==> src/rtl/pipe_adder_pkg.sv <==
// Shared constants and operation encoding for the chunked pipelined adder.
package pipe_adder_pkg;

  localparam int DEF_WIDTH  = 32;
  localparam int DEF_STAGES = 4;

  typedef enum logic {
    OP_ADD = 1'b0,
    OP_SUB = 1'b1
  } alu_op_e;

endpackage

==> src/rtl/adder_chunk.sv <==
// Combinational CW-bit adder slice with carry-in and carry-out.
module adder_chunk #(
  parameter int CW = 8
) (
  input  logic [CW-1:0] a,
  input  logic [CW-1:0] b,
  input  logic          cin,
  output logic [CW-1:0] sum,
  output logic          cout
);

  assign {cout, sum} = {1'b0, a} + {1'b0, b} + {{CW{1'b0}}, cin};

endmodule

==> src/rtl/pipe_adder.sv <==
// Carry-chained add/sub pipeline: each stage adds one CW-bit chunk and hands the
// rest of its beat (remaining operand chunks, finished sum chunks) to the next.
module pipe_adder
  import pipe_adder_pkg::*;
#(
  parameter int WIDTH  = DEF_WIDTH,
  parameter int STAGES = DEF_STAGES
) (
  input  logic             clk,
  input  logic             rst_n,
  input  logic             in_valid,
  output logic             in_ready,
  input  logic [WIDTH-1:0] in1,
  input  logic [WIDTH-1:0] in2,
  input  logic             sub,
  output logic             out_valid,
  input  logic             out_ready,
  output logic [WIDTH-1:0] out,
  output logic             carry,
  output logic             overflow,
  output logic             zero
);

  localparam int CW = WIDTH / STAGES;

  logic [STAGES-1:0] valid_q;
  logic [STAGES-1:0] adv;
  logic [STAGES-1:0] load;
  logic [WIDTH-1:0]  b_eff;
  alu_op_e           op;

  assign op    = alu_op_e'(sub);
  assign b_eff = (op == OP_SUB) ? ~in2 : in2;

  // Advance resolves from the output back so a bubble anywhere lets upstream move.
  // NOTE: every always_comb output gets a default first so no latch is inferred.
  always_comb begin
    adv = '0;
    adv[STAGES-1] = valid_q[STAGES-1] & out_ready;
    for (int k = STAGES - 2; k >= 0; k--) begin
      adv[k] = valid_q[k] & (~valid_q[k+1] | adv[k+1]);
    end
  end

  assign in_ready = ~valid_q[0] | adv[0];

  always_comb begin
    load = '0;
    load[0] = in_valid & in_ready;
    for (int k = 1; k < STAGES; k++) begin
      load[k] = adv[k-1];
    end
  end

  // NOTE: sequential state uses non-blocking assignment so all stages update together.
  always_ff @(posedge clk or negedge rst_n) begin
    if (!rst_n) begin
      valid_q <= '0;
    end else begin
      for (int k = 0; k < STAGES; k++) begin
        if (load[k])     valid_q[k] <= 1'b1;
        else if (adv[k]) valid_q[k] <= 1'b0;
      end
    end
  end

  for (genvar k = 0; k < STAGES; k++) begin : g_stage
    localparam int RIN = WIDTH - k * CW;  // operand bits not yet added
    localparam int SW  = (k + 1) * CW;    // sum bits complete after this stage

    logic [RIN-1:0] a_in;
    logic [RIN-1:0] b_in;
    logic           c_in;
    logic [CW-1:0]  s_chunk;
    logic           c_out;
    logic [SW-1:0]  s_new;
    logic [SW-1:0]  s_q;
    logic           c_q;

    if (k == 0) begin : g_src
      assign a_in  = in1;
      assign b_in  = b_eff;
      assign c_in  = sub;
      assign s_new = s_chunk;
    end else begin : g_src
      assign a_in  = g_stage[k-1].g_hold.a_q;
      assign b_in  = g_stage[k-1].g_hold.b_q;
      assign c_in  = g_stage[k-1].c_q;
      assign s_new = {s_chunk, g_stage[k-1].s_q};
    end

    adder_chunk #(.CW(CW)) u_chunk (
      .a    (a_in[CW-1:0]),
      .b    (b_in[CW-1:0]),
      .cin  (c_in),
      .sum  (s_chunk),
      .cout (c_out)
    );

    // NOTE: data registers get a reset too, so outputs never show X after reset.
    always_ff @(posedge clk or negedge rst_n) begin
      if (!rst_n) begin
        s_q <= '0;
        c_q <= 1'b0;
      end else if (load[k]) begin
        s_q <= s_new;
        c_q <= c_out;
      end
    end

    if (k < STAGES - 1) begin : g_hold
      logic [RIN-CW-1:0] a_q;
      logic [RIN-CW-1:0] b_q;

      always_ff @(posedge clk or negedge rst_n) begin
        if (!rst_n) begin
          a_q <= '0;
          b_q <= '0;
        end else if (load[k]) begin
          a_q <= a_in[RIN-1:CW];
          b_q <= b_in[RIN-1:CW];
        end
      end
    end else begin : g_last
      logic ovf_q;

      // Carry into the MSB is recovered as sum ^ a ^ b at the top bit.
      always_ff @(posedge clk or negedge rst_n) begin
        if (!rst_n) begin
          ovf_q <= 1'b0;
        end else if (load[k]) begin
          ovf_q <= s_chunk[CW-1] ^ a_in[RIN-1] ^ b_in[RIN-1] ^ c_out;
        end
      end
    end
  end

  assign out_valid = valid_q[STAGES-1];
  assign out       = g_stage[STAGES-1].s_q;
  assign carry     = g_stage[STAGES-1].c_q;
  assign overflow  = g_stage[STAGES-1].g_last.ovf_q;
  // Qualified with valid so the flag reads 0 out of reset like the other outputs.
  assign zero      = valid_q[STAGES-1] & (out == '0);

endmodule

==> config.mk <==
export PLATFORM = sky130hd
export DESIGN_NAME = pipe_adder
export DESIGN_NICKNAME = d
export VERILOG_FILES = /design/src/rtl/pipe_adder_pkg.sv /design/src/rtl/adder_chunk.sv /design/src/rtl/pipe_adder.sv
export SDC_FILE = /design/constraint.sdc
export NUM_CORES = 1
export LEC_CHECK = 0
export BUFFER_PORTS_ARGS = -buffer_cell sky130_fd_sc_hd__buf_4
export CORE_AREA = 2 2 148 150
export DETAILED_ROUTE_END_ITERATION = 8
export DIE_AREA = 0 0 150 152
export PLACE_DENSITY = 0.67
export SLEW_MARGIN = 30
export SYNTH_ARGS = -nofsm -noshare
export SYNTH_HDL_FRONTEND = slang
export SYNTH_SLANG_ARGS = --single-unit
==> constraint.sdc <==
create_clock -name clk -period 6.08 [get_ports clk]
set_input_delay 0 -clock clk [delete_from_list [all_inputs] [get_ports clk]]
set_output_delay 0 -clock clk [all_outputs]
set_load 0.005 [all_outputs]
==> flow_metrics.env, run 1 <==
export IMPL_fin_worst_skew_ns=0.0121
export IMPL_finalCritPeriodShare_pct=40.0
export IMPL_setup_viol_count_final=0
export IMPL_endpoint_kind="flip-flop"
export IMPL_critical_path_startpoint_type="flip-flop"
export IMPL_num_vias=5245
export IMPL_core_mm2=0.0214
export IMPL_multi_input_area_mm2=0.00352
export IMPL_die_x_um=150
export IMPL_ioPinCount=106
export IMPL_drtPass1Iterations=4
export IMPL_rsz0062_at_grt="false"
export IMPL_syn_nets=761
export IMPL_fmax_mhz=411
export IMPL_min_from="in1[1]"
export IMPL_rows=54
export IMPL_initial_utilization_pct=39.2
export IMPL_grt_max_degree=112
export IMPL_area_growth_pct=26.1
export IMPL_fin_ws_ns=3.65
export IMPL_root_buffer="clkbuf_16"
export IMPL_layout_drive_gt1_share_pct=33.5
export IMPL_dp_cells=1017
export IMPL_hp_class="input pin to flip-flop"
export IMPL_avgSynthCellArea_um2=12.8
export IMPL_cp_required_ns=6.37
export IMPL_hpwlAfterDp_um=11300
export IMPL_min_period_ns=2.43
export IMPL_leakagePower_uw=0.00477
export IMPL_cts_sink_count=185
export IMPL_numCtsBuffers=17
export IMPL_yosys_top_cells_area="dfrtp_1 55%, mux2_2 17%, ha_1 4.2%"
export IMPL_hold_depth=4
export IMPL_h_tree_depth=4
export IMPL_clockBufferDepth=2
export IMPL_grt_ovfl_total=0
export IMPL_ys_types=42
export IMPL_r2r_cells=10
export IMPL_timing_rr_start="g_stage[2].c_q"
export IMPL_power_per_cell_area_mw_per_mm2=430
export IMPL_synth_edff_count=0
export IMPL_seq_area_frac_synth_pct=55.2
export IMPL_layout_nets=914
export IMPL_async_reset_ff_share_pct=100
export IMPL_hold_viol_final=0
export IMPL_tightest_slew_ns=0.842
export IMPL_ys_ff_latch=185
export IMPL_totalWireLength_um=16500
export IMPL_worstSkewPairLatency_ns=0.42
export IMPL_outcome="complete, no violations"
export IMPL_fillers=1981
export IMPL_pre_cts_ws_ns=3.64
export IMPL_seq_area_mm2=0.00463
export IMPL_placement_io_buffers=105
export IMPL_clkTransAtPathRegs_ns=0.06
export IMPL_cts_tree="done"
export IMPL_cts_setup_buffers=0
export IMPL_ir_drop_mv=0.188
export IMPL_wl_per_cell_um=15.0
export IMPL_syn_inst=657
export IMPL_max_slew_margin_pct=43.9
export IMPL_first_iter_violations=238
export IMPL_final_cells=1102
export IMPL_ys_flop_type="dfrtp_1"
export IMPL_diodes=0
export IMPL_path_max_fanout=2
export IMPL_crit_type="flip-flop to flip-flop"
export IMPL_maxCapViolations=0
export IMPL_total_power_uw=4540
export IMPL_antenna_found_initial=0
export IMPL_synth_warnings=0
export IMPL_gp_congestion=0.725
export IMPL_critical_path_arrival_ns=2.72
export IMPL_grt_pass1_vias=5524
export IMPL_startpoint="g_stage[2].c_q"
export IMPL_die_area_mm2=0.0228
export IMPL_grt_first_pass_wirelength_um=28000
export IMPL_die_h_um=152
export IMPL_track_usage_pct=15.7
export IMPL_ant_nets=0
export IMPL_drc=0
export IMPL_yosys_area_top_type="dfrtp_1"
export IMPL_syn_area_mm2=0.00838
export IMPL_yosys_area_top_type_share_pct=55.2
export IMPL_setup_tns_ns=0
export IMPL_yosysMostFrequentCell="dfrtp_1"
export IMPL_synth_common_cells="185 x dfrtp_1, 123 x mux2_2, 60 x nand2_1"
export IMPL_vias_per_cell=4.76
export IMPL_slew_viol_final=0
## worst max-delay path, stage by stage, from the launching register on
cell	delay, ns
dfrtp_1	0.41
fa_1	0.49
inv_1	0.10
fa_1	0.23
nor2b_1	0.08
o2111ai_1	0.16
o21ai_1	0.14
o41ai_2	0.29
xnor2_1	0.19
xnor2_1	0.14
o21ai_1	0.07
## cell families after synthesis
logic type	Yosys count	share of synthesized area, %
muxes	126	16.9
DFF	185	55.2
and+or+nand+nor	97	5.27
buffers and inverters	52	2.93
adders and majority gates	35	5.85
AOI/OAI and AO/OA	104	7.71
xor gates and xnor gates	58	6.06
## cell usage in the layout, fill, tap and decap left out, drive strengths merged, types with 2 or more instances in the layout
| cell | n |
|---|---|
| o21bai | 7 |
| nor3b | 2 |
| mux2i | 3 |
| nor2b | 2 |
| a211o | 2 |
| nand4 | 3 |
| nand3 | 4 |
| a31oi | 2 |
| dlygate4sd3 | 54 |
| nor4 | 6 |
| o311ai | 3 |
| nand2b | 7 |
| xor2 | 18 |
| ha | 28 |
| mux2 | 123 |
| nor3 | 2 |
| clkbuf | 23 |
| a21oi | 17 |
| nor2 | 6 |
| xnor2 | 40 |
| or2 | 2 |
| inv | 23 |
| dfrtp | 185 |
| clkinv | 4 |
| nor4b | 2 |
| nand2 | 60 |
| fa | 7 |
| o21ai | 58 |
| a21o | 9 |
| buf | 109 |
| bufinv | 3 |
## through the flow
step,area [µm²],utilization (%),hold slack (ns)
after floorplan,8380,-,-0.296
after global placement,9400,44.0,0.221
after detailed placement,9410,44.1,0.134
after CTS,10600,49.4,0.0346
after global routing,10600,49.5,0.0667
final,10600,49.5,0.0459
## worst paths after layout
check	endpoint	slack, ns
worst max-delay path	overflow	3.65
worst min-delay path	g_stage[0].s_q[1]	0.05
worst max register to register	overflow	3.65
worst min register to register	g_stage[0].s_q[1]	0.47
max in group asynchronous	valid_q[0]	4.63
min in group asynchronous	g_stage[2].g_hold.b_q[2]	0.24
## sequential cells by signal, indices dropped and copies added (netlist names)
| name | count |
|---|---|
| g_stage.g_hold.a_q | 48 |
| g_stage.g_hold.b_q | 48 |
| g_stage.s_q | 48 |
| out | 32 |
| valid_q | 4 |
| g_stage.c_q | 3 |
| carry | 1 |
| overflow | 1 |
## metal layers
| layer | vias up | wire, µm | GRT usage, % |
|---|---|---|---|
| met1 | 2565 | 7590 | 20.5 |
| met3 | 15 | 712 | 4.47 |
| met4 | 0 | 199 | 4.81 |
| met5 | - | 0 | 0 |
| met2 | 81 | 8020 | 25.4 |
| li1 | 2584 | - | - |
## report_power, final
part           switching, µW  internal [µW]  leakage (µW)  total [µW]
clock                    442            686      0.000299        1130
combinational            668            817       0.00225        1480
sequential               268           1660       0.00222        1930
## cell type report
cell class,count,area share (%)
Clock buffer,23,4.62
Multi-Input combinational cell,420,33.4
Clock inverter,8,1.11
Tap cell,280,3.32
Sequential cell,185,43.8
Inverter,23,0.817
Timing Repair Buffer,163,13.0
## timing repair
action                                 4_1_cts  5_1_grt
hold buffers                                54        0
gates resized for setup                      0        0
endpoints found under the hold margin      164        0
No activity file was read; power rests on OpenSTA's default activity.
==> run 2: changes to the inputs <==
Clock period 6.08 ns to 2.3 ns, I/O delays scaled along.
==> run 2 against run 1 <==
Against the previous run: global-route usage rose by 0.18 points; non-clock buffer count is 11 higher; setup slack got worse by 3.6 ns; worst hold slack worse by 0.0029 ns; core utilization increased by 0.62 points; first-iteration DRC count fell by 0.84%; register-to-register slack lost 3.6 ns; sequential share of layout area fell by 0.54 points; flip-flop and latch count unchanged; routed wire length up 2.1%; via count is 1.4% higher; maximum frequency rose by 7.5%; critical endpoint unchanged; largest power group unchanged.
==> flow_metrics.env, run 2 (synthesis gave the netlist of run 1 again) <==
export IMPL_critical_path_startpoint_type="flip-flop"
export IMPL_ant_nets=0
export IMPL_num_vias=5316
export IMPL_hold_path_endpoint="g_stage[0].s_q[1]"
export IMPL_fmax_mhz=442
export IMPL_first_iter_violations=236
export IMPL_tightest_slew_ns=0.666
export IMPL_track_usage_pct=15.9
export IMPL_power_per_cell_area_mw_per_mm2=1130
export IMPL_numCtsBuffers=17
export IMPL_r2r_cells=10
export IMPL_final_common_cell="dfrtp_1"
export IMPL_setup_viol_count_final=0
export IMPL_r2r_end="overflow"
export IMPL_clkTransAtPathRegs_ns=0.07
export IMPL_setup_tns_ns=0
export IMPL_die_area_mm2=0.0228
export IMPL_layout_drive_gt1_share_pct=35.1
export IMPL_wl_per_cell_um=15.2
export IMPL_cp_common_cell="xnor2_1"
export IMPL_diodes=0
export IMPL_crit_path_max_incr_delay_ns=0.42
export IMPL_final_cells=1113
export IMPL_rows=54
export IMPL_drc=0
export IMPL_min_from="in1[1]"
export IMPL_rsz0062_at_grt="true"
export IMPL_fin_util_pct=50.1
export IMPL_drtPass1Iterations=4
export IMPL_root_buffer="clkbuf_16"
export IMPL_worst_path_max_delay_cell="dfrtp_1"
export IMPL_ioPinCount=106
export IMPL_final_cell_mix="185 x dfrtp_1, 123 x mux2_2, 114 x buf_4"
export IMPL_min_period_ns=2.26
export IMPL_antenna_found_initial=0
export IMPL_reg_top3="g_stage.g_hold.a_q: 48 flops, g_stage.g_hold.b_q: 48 flops, g_stage.s_q: 48 flops"
export IMPL_pre_cts_ws_ns=-0.0325
export IMPL_crit_type="flip-flop to flip-flop"
export IMPL_crit_chain="fa_2, inv_1, fa_1, nor2b_1, o2111ai_1, o21ai_2, o41ai_2, xnor2_1, xnor2_1, o21ai_1"
export IMPL_h_tree_depth=4
export IMPL_worstSkewPairLatency_ns=0.42
export IMPL_path_max_fanout=2
export IMPL_dp_cells=1026
export IMPL_core_mm2=0.0214
export IMPL_hold_viol_final=0
export IMPL_grt_max_degree=87
export IMPL_totalWireLength_um=16900
export IMPL_critical_path_arrival_ns=2.56
export IMPL_grt_ovfl_total=0
export IMPL_fin_ws_ns=0.0362
export IMPL_timing_rr_start="g_stage[2].c_q"
export IMPL_die_x_um=150
export IMPL_fin_worst_skew_ns=0.00767
export IMPL_placement_io_buffers=105
export IMPL_max_slew_margin_pct=55.4
export IMPL_die_h_um=152
export IMPL_cts_sink_count=185
export IMPL_finalCritPeriodShare_pct=98.4
export IMPL_leakagePower_uw=0.00482
export IMPL_cts_tree="done"
export IMPL_initial_utilization_pct=39.2
export IMPL_outcome="complete, no violations"
export IMPL_maxCapViolations=0
export IMPL_hpwlAfterDp_um=11700
export IMPL_grt_pass1_vias=5495
export IMPL_vias_per_cell=4.78
export IMPL_gp_congestion=0.765
export IMPL_fillers=1935
export IMPL_ir_drop_mv=0.508
export IMPL_worst_r2r_setup_slack_ns=0.04
export IMPL_endpoint_kind="flip-flop"
export IMPL_hold_depth=4
export IMPL_slew_viol_final=0
export IMPL_clockBufferDepth=2
export IMPL_hp_class="input pin to flip-flop"
export IMPL_area_growth_pct=27.7
export IMPL_grt_first_pass_wirelength_um=28500
export IMPL_cp_required_ns=2.60
export IMPL_layout_nets=925
run 2: cell count changes in the layout (fill, tap and decap cells not counted), moves of 4 or more:
cell        change
clkinvlp_4      +4
buf_12          +4
fa_2            +5
buf_4           +7
fa_1            -5
run 2: worst max-delay path, delay by kind of cell (launching register included):
family / cells / cell delay (ns)
flops: 1 / 0.42
compound gates: 4 / 0.66
xor+xnor: 2 / 0.32
simple gates: 1 / 0.07
fa+ha+maj: 2 / 0.59
buf+inv: 1 / 0.08
run 2: report_power, final:
part           total (µW)  internal [µW]  switching (µW)  leakage (µW)
Combinational        4000           2220            1790       0.00232
Sequential           5120           4380             740       0.00222
Clock                3010           1760            1250      0.000281
Total               12100           8360            3770       0.00482
run 2: worst max-delay path by stage:
stage	from	to	cells after the start
2_1_floorplan	g_stage[2].c_q	overflow	10
3_3_place_gp	g_stage[2].c_q	overflow	10
3_5_place_dp	g_stage[2].c_q	overflow	10
4_1_cts	g_stage[2].c_q	overflow	10
5_1_grt	g_stage[2].c_q	overflow	10
6_report	g_stage[2].c_q	overflow	10
run 2: per-layer routing:
metal / global-route usage [%] / vias up / part of all wire (%)
met5: 0 / - / 0
met4: 3.50 / 0 / 0.81
met3: 3.90 / 11 / 4.6
met2: 26.0 / 89 / 49
met1: 21.4 / 2619 / 46
li1: - / 2597 / -
run 2: area by class of cell:
type / count / area [µm²] / area share [%]
Sequential cell: 185 / 4630 / 43.3
Multi-Input combinational cell: 420 / 3530 / 33.0
Timing Repair Buffer: 174 / 1500 / 14.0
Clock buffer: 20 / 457 / 4.27
Tap cell: 280 / 350 / 3.27
Clock inverter: 11 / 146 / 1.37
Inverter: 23 / 86.3 / 0.807
run 2: stage by stage:
stage          hold WS (ns)  instance area [µm²]  power [µW]
2_1_floorplan        -0.296                 8380        7650
3_3_place_gp         -0.155                 9520        8960
3_5_place_dp         -0.154                 9520        9110
4_1_cts              0.0231                10700       12300
5_1_grt              0.0985                10700       13000
6_report             0.0430                10700       12100
run 2: repair_timing:
action,4_1_cts,5_1_grt
pin swaps,0,1
resized for setup,2,5
endpoints found under the hold margin,240,0
buffers inserted,0,1
setup endpoints to repair,1,5
hold buffers,55,0
